==> src/rtl/mem_wb_stage.sv <==
// ============================================================================
// Module   : mem_wb_stage
// Brief    : RV32I memory-access + writeback stage with req/ack data bus,
//            wait-state stalling, timeout abort and optional misalign check
//            (enable with `define MISALIGN_CHECK_EN).
// Revision : 1.0
// ============================================================================
`default_nettype none

module mem_wb_stage #(
    parameter int WAIT_MAX = 15
) (
    input  logic        clk,
    input  logic        rst,
    input  logic        RegWriteM,
    input  logic        MemReadM,
    input  logic        MemWriteM,
    input  logic [1:0]  ResultSrcM,
    input  logic [2:0]  Funct3M,
    input  logic [4:0]  RD_M,
    input  logic [31:0] ALU_ResultM,
    input  logic [31:0] WriteDataM,
    input  logic [31:0] PCPlus4M,
    output logic        StallM,
    output logic        dmem_req,
    output logic        dmem_we,
    output logic [31:0] dmem_addr,
    output logic [3:0]  dmem_be,
    output logic [31:0] dmem_wdata,
    input  logic [31:0] dmem_rdata,
    input  logic        dmem_ack,
    output logic        RegWriteW,
    output logic [4:0]  RDW,
    output logic [31:0] ResultW,
    output logic        misalign_err,
    output logic        bus_err
);

    localparam int              CNT_W    = (WAIT_MAX < 1) ? 1 : $clog2(WAIT_MAX + 1);
    localparam logic [CNT_W-1:0] CNT_MAX = CNT_W'(WAIT_MAX);
    localparam logic [CNT_W-1:0] CNT_ONE = CNT_W'(1);

    localparam logic [0:0] ST_IDLE = 1'b0;
    localparam logic [0:0] ST_WAIT = 1'b1;

    logic [0:0]       r_state;
    logic [0:0]       w_next_state;
    logic [CNT_W-1:0] r_cnt;

    logic        w_mem_op;
    logic        w_misaligned;
    logic        w_abort;
    logic [1:0]  w_a;
    logic [3:0]  w_store_be;
    logic [31:0] w_store_data;
    logic [7:0]  w_byte;
    logic [15:0] w_half;
    logic [31:0] w_load_data;
    logic [31:0] w_result;

    assign w_mem_op = MemReadM | MemWriteM;
    assign w_a      = ALU_ResultM[1:0];

`ifdef MISALIGN_CHECK_EN
    always_comb begin
        w_misaligned = 1'b0;
        if (w_mem_op) begin
            case (Funct3M[1:0])
                2'b01:   w_misaligned = w_a[0];
                2'b10:   w_misaligned = |w_a;
                default: w_misaligned = 1'b0;
            endcase
        end
    end
`else
    assign w_misaligned = 1'b0;
`endif

    // Request is masked by reset so it drops the instant rst rises.
    assign dmem_req  = ~rst & w_mem_op & ~w_misaligned;
    assign w_abort   = (r_state == ST_WAIT) & ~dmem_ack & (r_cnt == CNT_MAX);
    assign StallM    = dmem_req & ~dmem_ack & ~w_abort;
    assign dmem_addr = {ALU_ResultM[31:2], 2'b00};

    // ------------------------------------------------------------------
    // FSM: state register
    // ------------------------------------------------------------------
    always_ff @(posedge clk or posedge rst) begin
        if (rst) begin
            r_state <= ST_IDLE;
            r_cnt   <= '0;
        end else begin
            r_state <= w_next_state;
            // The issuing IDLE cycle already counts as one un-acked cycle,
            // so the request is held at most WAIT_MAX+1 cycles in total.
            if (w_next_state == ST_WAIT)
                r_cnt <= (r_state == ST_IDLE) ? CNT_ONE : r_cnt + CNT_ONE;
            else
                r_cnt <= '0;
        end
    end

    // ------------------------------------------------------------------
    // FSM: next state
    // ------------------------------------------------------------------
    always_comb begin
        w_next_state = r_state;
        case (r_state)
            ST_IDLE: if (dmem_req && !dmem_ack)  w_next_state = ST_WAIT;
            ST_WAIT: if (dmem_ack || w_abort)    w_next_state = ST_IDLE;
            default:                             w_next_state = ST_IDLE;
        endcase
    end

    // ------------------------------------------------------------------
    // FSM outputs: bus lanes and load extraction
    // ------------------------------------------------------------------
    always_comb begin
        w_store_be   = 4'b1111;
        w_store_data = WriteDataM;
        case (Funct3M[1:0])
            2'b00: begin
                w_store_be   = 4'b0001 << w_a;
                w_store_data = {4{WriteDataM[7:0]}};
            end
            2'b01: begin
                w_store_be   = w_a[1] ? 4'b1100 : 4'b0011;
                w_store_data = {2{WriteDataM[15:0]}};
            end
            default: begin
                w_store_be   = 4'b1111;
                w_store_data = WriteDataM;
            end
        endcase

        dmem_we    = dmem_req & MemWriteM;
        dmem_be    = MemWriteM ? w_store_be : 4'b1111;
        dmem_wdata = w_store_data;

        case (w_a)
            2'b00:   w_byte = dmem_rdata[7:0];
            2'b01:   w_byte = dmem_rdata[15:8];
            2'b10:   w_byte = dmem_rdata[23:16];
            default: w_byte = dmem_rdata[31:24];
        endcase
        w_half = w_a[1] ? dmem_rdata[31:16] : dmem_rdata[15:0];

        case (Funct3M)
            3'b000:  w_load_data = {{24{w_byte[7]}}, w_byte};
            3'b001:  w_load_data = {{16{w_half[15]}}, w_half};
            3'b100:  w_load_data = {24'd0, w_byte};
            3'b101:  w_load_data = {16'd0, w_half};
            default: w_load_data = dmem_rdata;
        endcase

        case (ResultSrcM)
            2'b01:   w_result = w_load_data;
            2'b10:   w_result = PCPlus4M;
            default: w_result = ALU_ResultM;
        endcase
    end

    // ------------------------------------------------------------------
    // M/W pipeline register
    // ------------------------------------------------------------------
    always_ff @(posedge clk or posedge rst) begin
        if (rst) begin
            RegWriteW    <= 1'b0;
            RDW          <= 5'd0;
            ResultW      <= 32'd0;
            misalign_err <= 1'b0;
            bus_err      <= 1'b0;
        end else begin
            bus_err      <= w_abort;
            misalign_err <= w_misaligned;
            if (StallM) begin
                // Bubble so the older instruction is not written again.
                RegWriteW <= 1'b0;
            end else begin
                RegWriteW <= RegWriteM & (RD_M != 5'd0) & ~w_abort & ~w_misaligned;
                RDW       <= RD_M;
                ResultW   <= w_result;
            end
        end
    end

endmodule

`default_nettype wire
==> config.mk <==
export PLATFORM = sky130hd
export DESIGN_NAME = mem_wb_stage
export DESIGN_NICKNAME = d
export VERILOG_FILES = /design/src/rtl/mem_wb_stage.sv
export SDC_FILE = /design/constraint.sdc
export NUM_CORES = 1
export LEC_CHECK = 0
export CORE_ASPECT_RATIO = 0.9
export CORE_MARGIN = 2
export CORE_UTILIZATION = 36
export CTS_CLUSTER_SIZE = 40
export DETAILED_ROUTE_END_ITERATION = 6
export PLACE_DENSITY = 0.81
export REMOVE_ABC_BUFFERS = 1
export SETUP_SLACK_MARGIN = 0.15
export SLEW_MARGIN = 20
export SYNTH_ARGS = -nofsm -noshare
export SYNTH_HDL_FRONTEND = slang
export SYNTH_SLANG_ARGS = --single-unit
==> constraint.sdc <==
create_clock -name clk -period 2.4 [get_ports clk]
set_input_delay 0.36 -clock clk [delete_from_list [all_inputs] [get_ports clk]]
set_output_delay 0.36 -clock clk [all_outputs]
set_load 0.02 [all_outputs]
==> qor.txt, run 1 <==
fin util - 64.46%
warnings from Yosys - 0
Synth Register Bits - 44
Final Max Tran Viols - 0
Slew @ Worst Pin - 0.5361 ns
CP Max Fanout - 16
r2r endpoint - ResultW[14]
1st-iter DRT viols - 341
final hold slack - 0.4663 ns
kind of start point of the critical path - input port
TritonCTS Buffers - 5
crit path kind - in -> out
Max Clock Skew - 0.006054 ns
total power - 3.039 mW
Commonest cells post-synth - nand2_1 (67), o21ai_0 (49), dfrtp_1 (44)
Via density - 5.404
core area - 9784 um2
share of cells above drive strength 1 - 11.46%
gp weighted congestion - 0.8468
clk_lat worst skew - 0.28 ns
Root Driver - clkbuf_16
IO buf count - 251
Synth Flop Type - dfrtp_1
first-pass GRT wire length - 22.63 mm
PD cells - 481.8 nW/um2
max cap viols - 0
status - finished, final reports clean
pin count of the biggest net entering global routing - 63
Reg2Reg Setup Slack - 0.39 ns
drt wl/cell - 19.69 um
Crit path arrival time - 1.82 ns
drt first pass iters - 5
Hold Path Sink - RDW[1]
most common cell in the netlist - nand2_1
number of global-route vias before repair - 4291
Slew headroom - 64.21%
Post-Syn Area - 3651 um2
Via Count - 4264
I/O pins - 255
Fmax - 459.5 MHz
total gr overflow - 0
EDFF count, synth - 0
HP Start - RDW[1]
clk slew on worst S/H paths - 0.06 ns
CTS max path bufs - 2
min-delay worst type - reg -> reg
endpoint type of the worst setup path - output pin
# rows - 34
Req. time, crit path - 2.04 ns
Post-Syn Instances - 445
Setup violations, final - 0
Total Routed Length - 15.54 mm
clock sink count - 44
postcts setup bufs - 0
register area share after synthesis - 30.16%
worst r2r src - r_cnt[0]
Synth area leaders - dfrtp_1 (30%), buf_4 (8.4%), nand2_1 (6.9%)
die area - 10960 um2
unrepaired setup endpoints after global routing - yes
layout overhead on the synthesized area - 72.76%
Period Utilization, post-route - 90.69%
Diodes inserted - 0
Detail Route Antenna Nets - 0
Initial Util - 37.31%
DRC viols - 0
minimum clock period - 2.176 ns
chip width - 110.2 um
r2r worst-path depth - 7
asr flop ratio synth - 100.0%
largest area contributor in the netlist - dfrtp_1
Peak VDD IR - 0.0003269 V
Pleak - 2.606 nW
Worst Hold Depth - 2
CTS tree - done
fin nets - 809
initial antenna violation count - 0
syn_area_per_cell - 8.204 um2
post-synth top area share - 30.16%
Fin. Hold Viols - 0
post-DP HPWL - 12.45 mm
H-tree Lvls - 2
hold_buf cts - 0
Die Span Y - 99.54 um
post-synth cell types - 45
total global-route track usage - 26.92%
[timing repair]
item / 4_1_cts / 5_1_grt
setup endpoints to repair: 21 / 16
pin swaps: 1 / 1
resized for setup: 21 / 5
cloned: 0 / 1
[state kept, by name (all words and copies together), names as in the netlist]
name / cells
RDW: 5
RegWriteW: 1
ResultW: 32
bus_err: 1
r_cnt: 4
r_state: 1
[metal layers]
layer | vias up | track usage, % | part of all wire [%]
met5 | - | 0 | 0
met4 | 0 | 7.788 | 2.6
met3 | 24 | 7.405 | 10
met2 | 219 | 48.84 | 50
met1 | 2022 | 30.52 | 37
li1 | 1999 | - | -
[worst max path at each step]
stage / cells after the start / to / slack [ns] / from
2_1_floorplan: 6 / ResultW[15] / -0.71 / r_cnt[0]
3_3_place_gp: 5 / dmem_wdata[13] / -0.02 / Funct3M[0]
6_report: 6 / dmem_be[0] / 0.22 / ALU_ResultM[1]
4_1_cts: 5 / dmem_wdata[13] / 0.18 / Funct3M[0]
5_1_grt: 5 / StallM / 0.14 / r_cnt[0]
3_5_place_dp: 6 / ResultW[28] / -0.08 / ALU_ResultM[1]
[cells by family after synthesis]
| family | count (synthesis) | synth area share, % |
|---|---|---|
| buf+inv | 87 | 13.60 |
| mux | 36 | 10.79 |
| xor+xnor | 2 | 0.4799 |
| compound gates | 143 | 27.55 |
| other cells | 1 | 0.1027 |
| simple gates | 129 | 16.28 |
| fa+ha+maj | 3 | 1.028 |
| flops | 44 | 30.16 |
[cell usage in the layout, fill, tap and decap left out, types with 2 or more instances in the layout]
cell type	netlist	layout
a21boi_0	3	3
a21o_1	3	3
a21oi_1	14	14
a221o_1	4	4
a221oi_1	11	10
a221oi_2	10	11
a22o_1	8	8
a22oi_1	4	4
a311oi_1	2	2
a31oi_1	8	8
buf_12	0	2
buf_4	41	26
buf_6	2	2
clkbuf_16	0	5
clkdlybuf4s50_1	0	229
conb_1	1	3
dfrtp_1	44	44
dlygate4sd2_1	0	21
ha_1	3	2
inv_1	12	11
inv_2	1	2
mux2_2	17	17
mux2i_1	18	18
nand2_1	67	67
nand2b_1	20	20
nand3_1	4	4
nand3b_1	4	4
nor2_1	19	18
nor2b_1	10	10
o211ai_1	5	5
o21ai_0	49	49
o21ai_1	10	10
o221ai_1	4	4
o22ai_1	4	4
[report_power, final]
group / switching [mW] / total [mW] / internal, mW
Clock: 0.304 / 0.826 / 0.522
Sequential: 0.0547 / 0.891 / 0.836
Combinational: 0.648 / 1.32 / 0.674
[worst max-delay path, stage by stage]
cell and delay [ns]:
clkdlybuf4s50_1 0.50, buf_4 0.24, inv_1 0.12, a21oi_1 0.20, nand2_1 0.07, dlygate4sd2_1 0.32
[through the flow]
| step | std cells | setup TNS (ns) | cell area [um2] | setup slack, ns |
|---|---|---|---|---|
| after detailed placement | 780 | -0.6297 | 6128 | -0.07910 |
| after global routing | 789 | 0 | 6307 | 0.1413 |
| after floorplan | 373 | -19.12 | 3211 | -0.7072 |
| final | 789 | 0 | 6307 | 0.2235 |
| after global placement | 780 | -0.07536 | 6128 | -0.02289 |
| after CTS | 788 | 0 | 6280 | 0.1804 |
[layout make-up]
type | count | area (um2)
clock buffer | 6 | 138.9
timing repair buffer | 281 | 2739
tap | 126 | 157.7
multi-input combinational | 317 | 2083
sequential | 44 | 1101
inverter | 13 | 48.80
fill | 866 | 3477
clock inverter | 2 | 38.79
No activity file was read; power rests on OpenSTA's default activity.
==> inputs of run 2 (changes only) <==
CAP_MARGIN = 10   (was default)
SETUP_SLACK_MARGIN = 0.2   (was 0.15)
==> run 2 against run 1 <==
  * Routed wire length increased by 0.49%
  * Combinational power hardly changed
  * Total power rose by 0.33%
  * Register-to-register slack better by 0.03 ns
  * Cell count rose by 0.38%
  * Utilization is 0.83 points higher
  * Sequential power is essentially flat
  * Non-clock buffer count increased by 3
  * Clock skew is essentially flat
  * Largest power group unchanged
==> qor.txt, run 2 (synthesized netlist as in run 1, its figures left out) <==
status - finished, final reports clean
Via Count - 4252 (-0.28%)
Diodes inserted - 0 (unchanged)
hold_buf cts - 0 (unchanged)
min-delay worst type - reg -> reg
commonest cells after routing, fill and taps aside - clkdlybuf4s50_1 (230), nand2_1 (67), o21ai_0 (49), dfrtp_1 (44), buf_4 (29)
kind of start point of the critical path - input port
TritonCTS Buffers - 5 (unchanged)
Slew @ Worst Pin - 0.5296 ns (-0.006581 ns)
Period Utilization, post-route - 90.21% (-0.48 points)
Fmax - 461.9 MHz (+0.53%)
HP Start - RDW[1]
CTS tree - done
filler cell count - 849 (-2.0%)
commonest non-fill, non-tap cell in the layout - clkdlybuf4s50_1
post-DP HPWL - 12.45 mm (unchanged)
Root Driver - clkbuf_16
total global-route track usage - 27.02% (+0.095 points)
share of cells above drive strength 1 - 12.76% (+1.3 points)
Fin. Hold Viols - 0 (unchanged)
total gr overflow - 0 (unchanged)
Req. time, crit path - 2.04 ns (about the same)
die area - 10960 um2 (unchanged)
core area - 9784 um2 (unchanged)
r2r worst-path depth - 8 (+1)
initial antenna violation count - 0 (unchanged)
drt first pass iters - 5 (unchanged)
CTS max path bufs - 2 (unchanged)
clk slew on worst S/H paths - 0.06 ns (about the same)
final hold slack - 0.4669 ns (+0.0005990 ns)
H-tree Lvls - 2 (unchanged)
minimum clock period - 2.165 ns (-0.01154 ns)
chip width - 110.2 um (unchanged)
drt wl/cell - 19.71 um (+0.11%)
endpoint type of the worst setup path - output pin
pin count of the biggest net entering global routing - 63 (unchanged)
CP Max Fanout - 4 (-12)
Setup violations, final - 0 (unchanged)
crit path launch - WriteDataM[2]
layout overhead on the synthesized area - 74.98%
number of global-route vias before repair - 4312 (+0.49%)
Largest register FFs - 32 (unchanged)
I/O pins - 255 (unchanged)
gp weighted congestion - 0.8468 (unchanged)
Peak VDD IR - 0.0003298 V (+0.90%)
fin nets - 812 (+0.37%)
Total Routed Length - 15.61 mm (+0.49%)
unrepaired setup endpoints after global routing - yes
worst r2r src - r_cnt[0]
Final Max Tran Viols - 0 (unchanged)
Die Span Y - 99.54 um (unchanged)
PD cells - 477.2 nW/um2 (-0.95%)
Biggest register - ResultW
largest registers - ResultW: 32 flops, RDW: 5 flops, r_cnt: 4 flops
1st-iter DRT viols - 374 (+9.7%)
Slew headroom - 64.65% (+0.44 points)
fin util - 65.29% (+0.83 points)
r2r endpoint - ResultW[14]
# rows - 34 (unchanged)
Max Clock Skew - 0.005903 ns (-0.0001510 ns)
first-pass GRT wire length - 22.72 mm (+0.42%)
clock sink count - 44 (unchanged)
DRC viols - 0 (unchanged)
Reg2Reg Setup Slack - 0.42 ns (+0.03 ns)
crit path kind - in -> out
clk_lat worst skew - 0.28 ns (about the same)
Worst setup endpoint - dmem_wdata[18]
max cap viols - 0 (unchanged)
Crit path arrival time - 1.80 ns (-0.02 ns)
Initial Util - 37.31% (unchanged)
Detail Route Antenna Nets - 0 (unchanged)
Pleak - 2.668 nW (+2.4%)
IO buf count - 251 (unchanged)
Via density - 5.369 (-0.66%)
-- run 2: cell count changes in the layout (fill, tap and decap cells not counted), sizes merged --
cell and delta:
clkdlybuf4s50 +1, buf +3, dlymetal6s2s +4, dlygate4sd2 -6
clkdlybuf4s15 +1
-- run 2: timing repair --
| item | in CTS | in global routing |
|---|---|---|
| gates resized for setup | 19 | 14 |
| pin swaps | 2 | 2 |
| gates cloned | 0 | 1 |
| buffers inserted | 2 | 1 |
| endpoints found under the setup margin | 21 | 22 |
-- run 2: layer usage --
layer  GRT usage, %  wire length [um]  vias to the layer above
met3          7.405              1601                       20
met2          49.17              7983                      211
met4          7.788               367                        0
met1          30.52              5659                     2020
met5              0                 0                        -
li1               -                 -                     2001
-- run 2: power by group --
part / total [mW] / switching [mW] / leakage, nW / internal, mW
registers: 0.891 / 0.0545 / 0.539 / 0.836
clock network: 0.818 / 0.296 / 0.0871 / 0.522
logic: 1.34 / 0.654 / 2.04 / 0.686
-- run 2: area by class of cell --
type,instances,area [um2],area share [%]
multi-input cells,317,2123,33.24
well taps,126,157.7,2.468
clock buffers,6,138.9,2.174
clock inverters,2,38.79,0.6071
inverters,13,48.80,0.7638
repair buffers,284,2780,43.52
flip-flops and latches,44,1101,17.23
-- run 2: metrics by stage --
step	power [mW]	std cells	area (um2)	TNS [ns]	setup slack, ns
finish	3.049	792	6389	0	0.2351
CTS	3.048	790	6306	0	0.2096
global route	3.193	792	6389	0	0.1682
global placement	2.214	780	6128	-0.07536	-0.02289
detailed placement	2.235	780	6128	-0.6297	-0.07910
floorplan	1.404	373	3211	-19.12	-0.7072
-- run 2: worst min-delay path by stage --
stage,endpoint,slack [ns],cells past startpoint
3_5_place_dp,RDW[4],0.46,2
6_report,RDW[1],0.47,2
5_1_grt,RDW[3],0.51,2
2_1_floorplan,r_cnt[0],0.46,1
3_3_place_gp,RDW[3],0.45,2
4_1_cts,RDW[1],0.47,2
-- run 2: critical path: stages --
cell and delay [ns]:
clkdlybuf4s50_1 0.59, mux2_2 0.19, clkdlybuf4s50_1 0.66
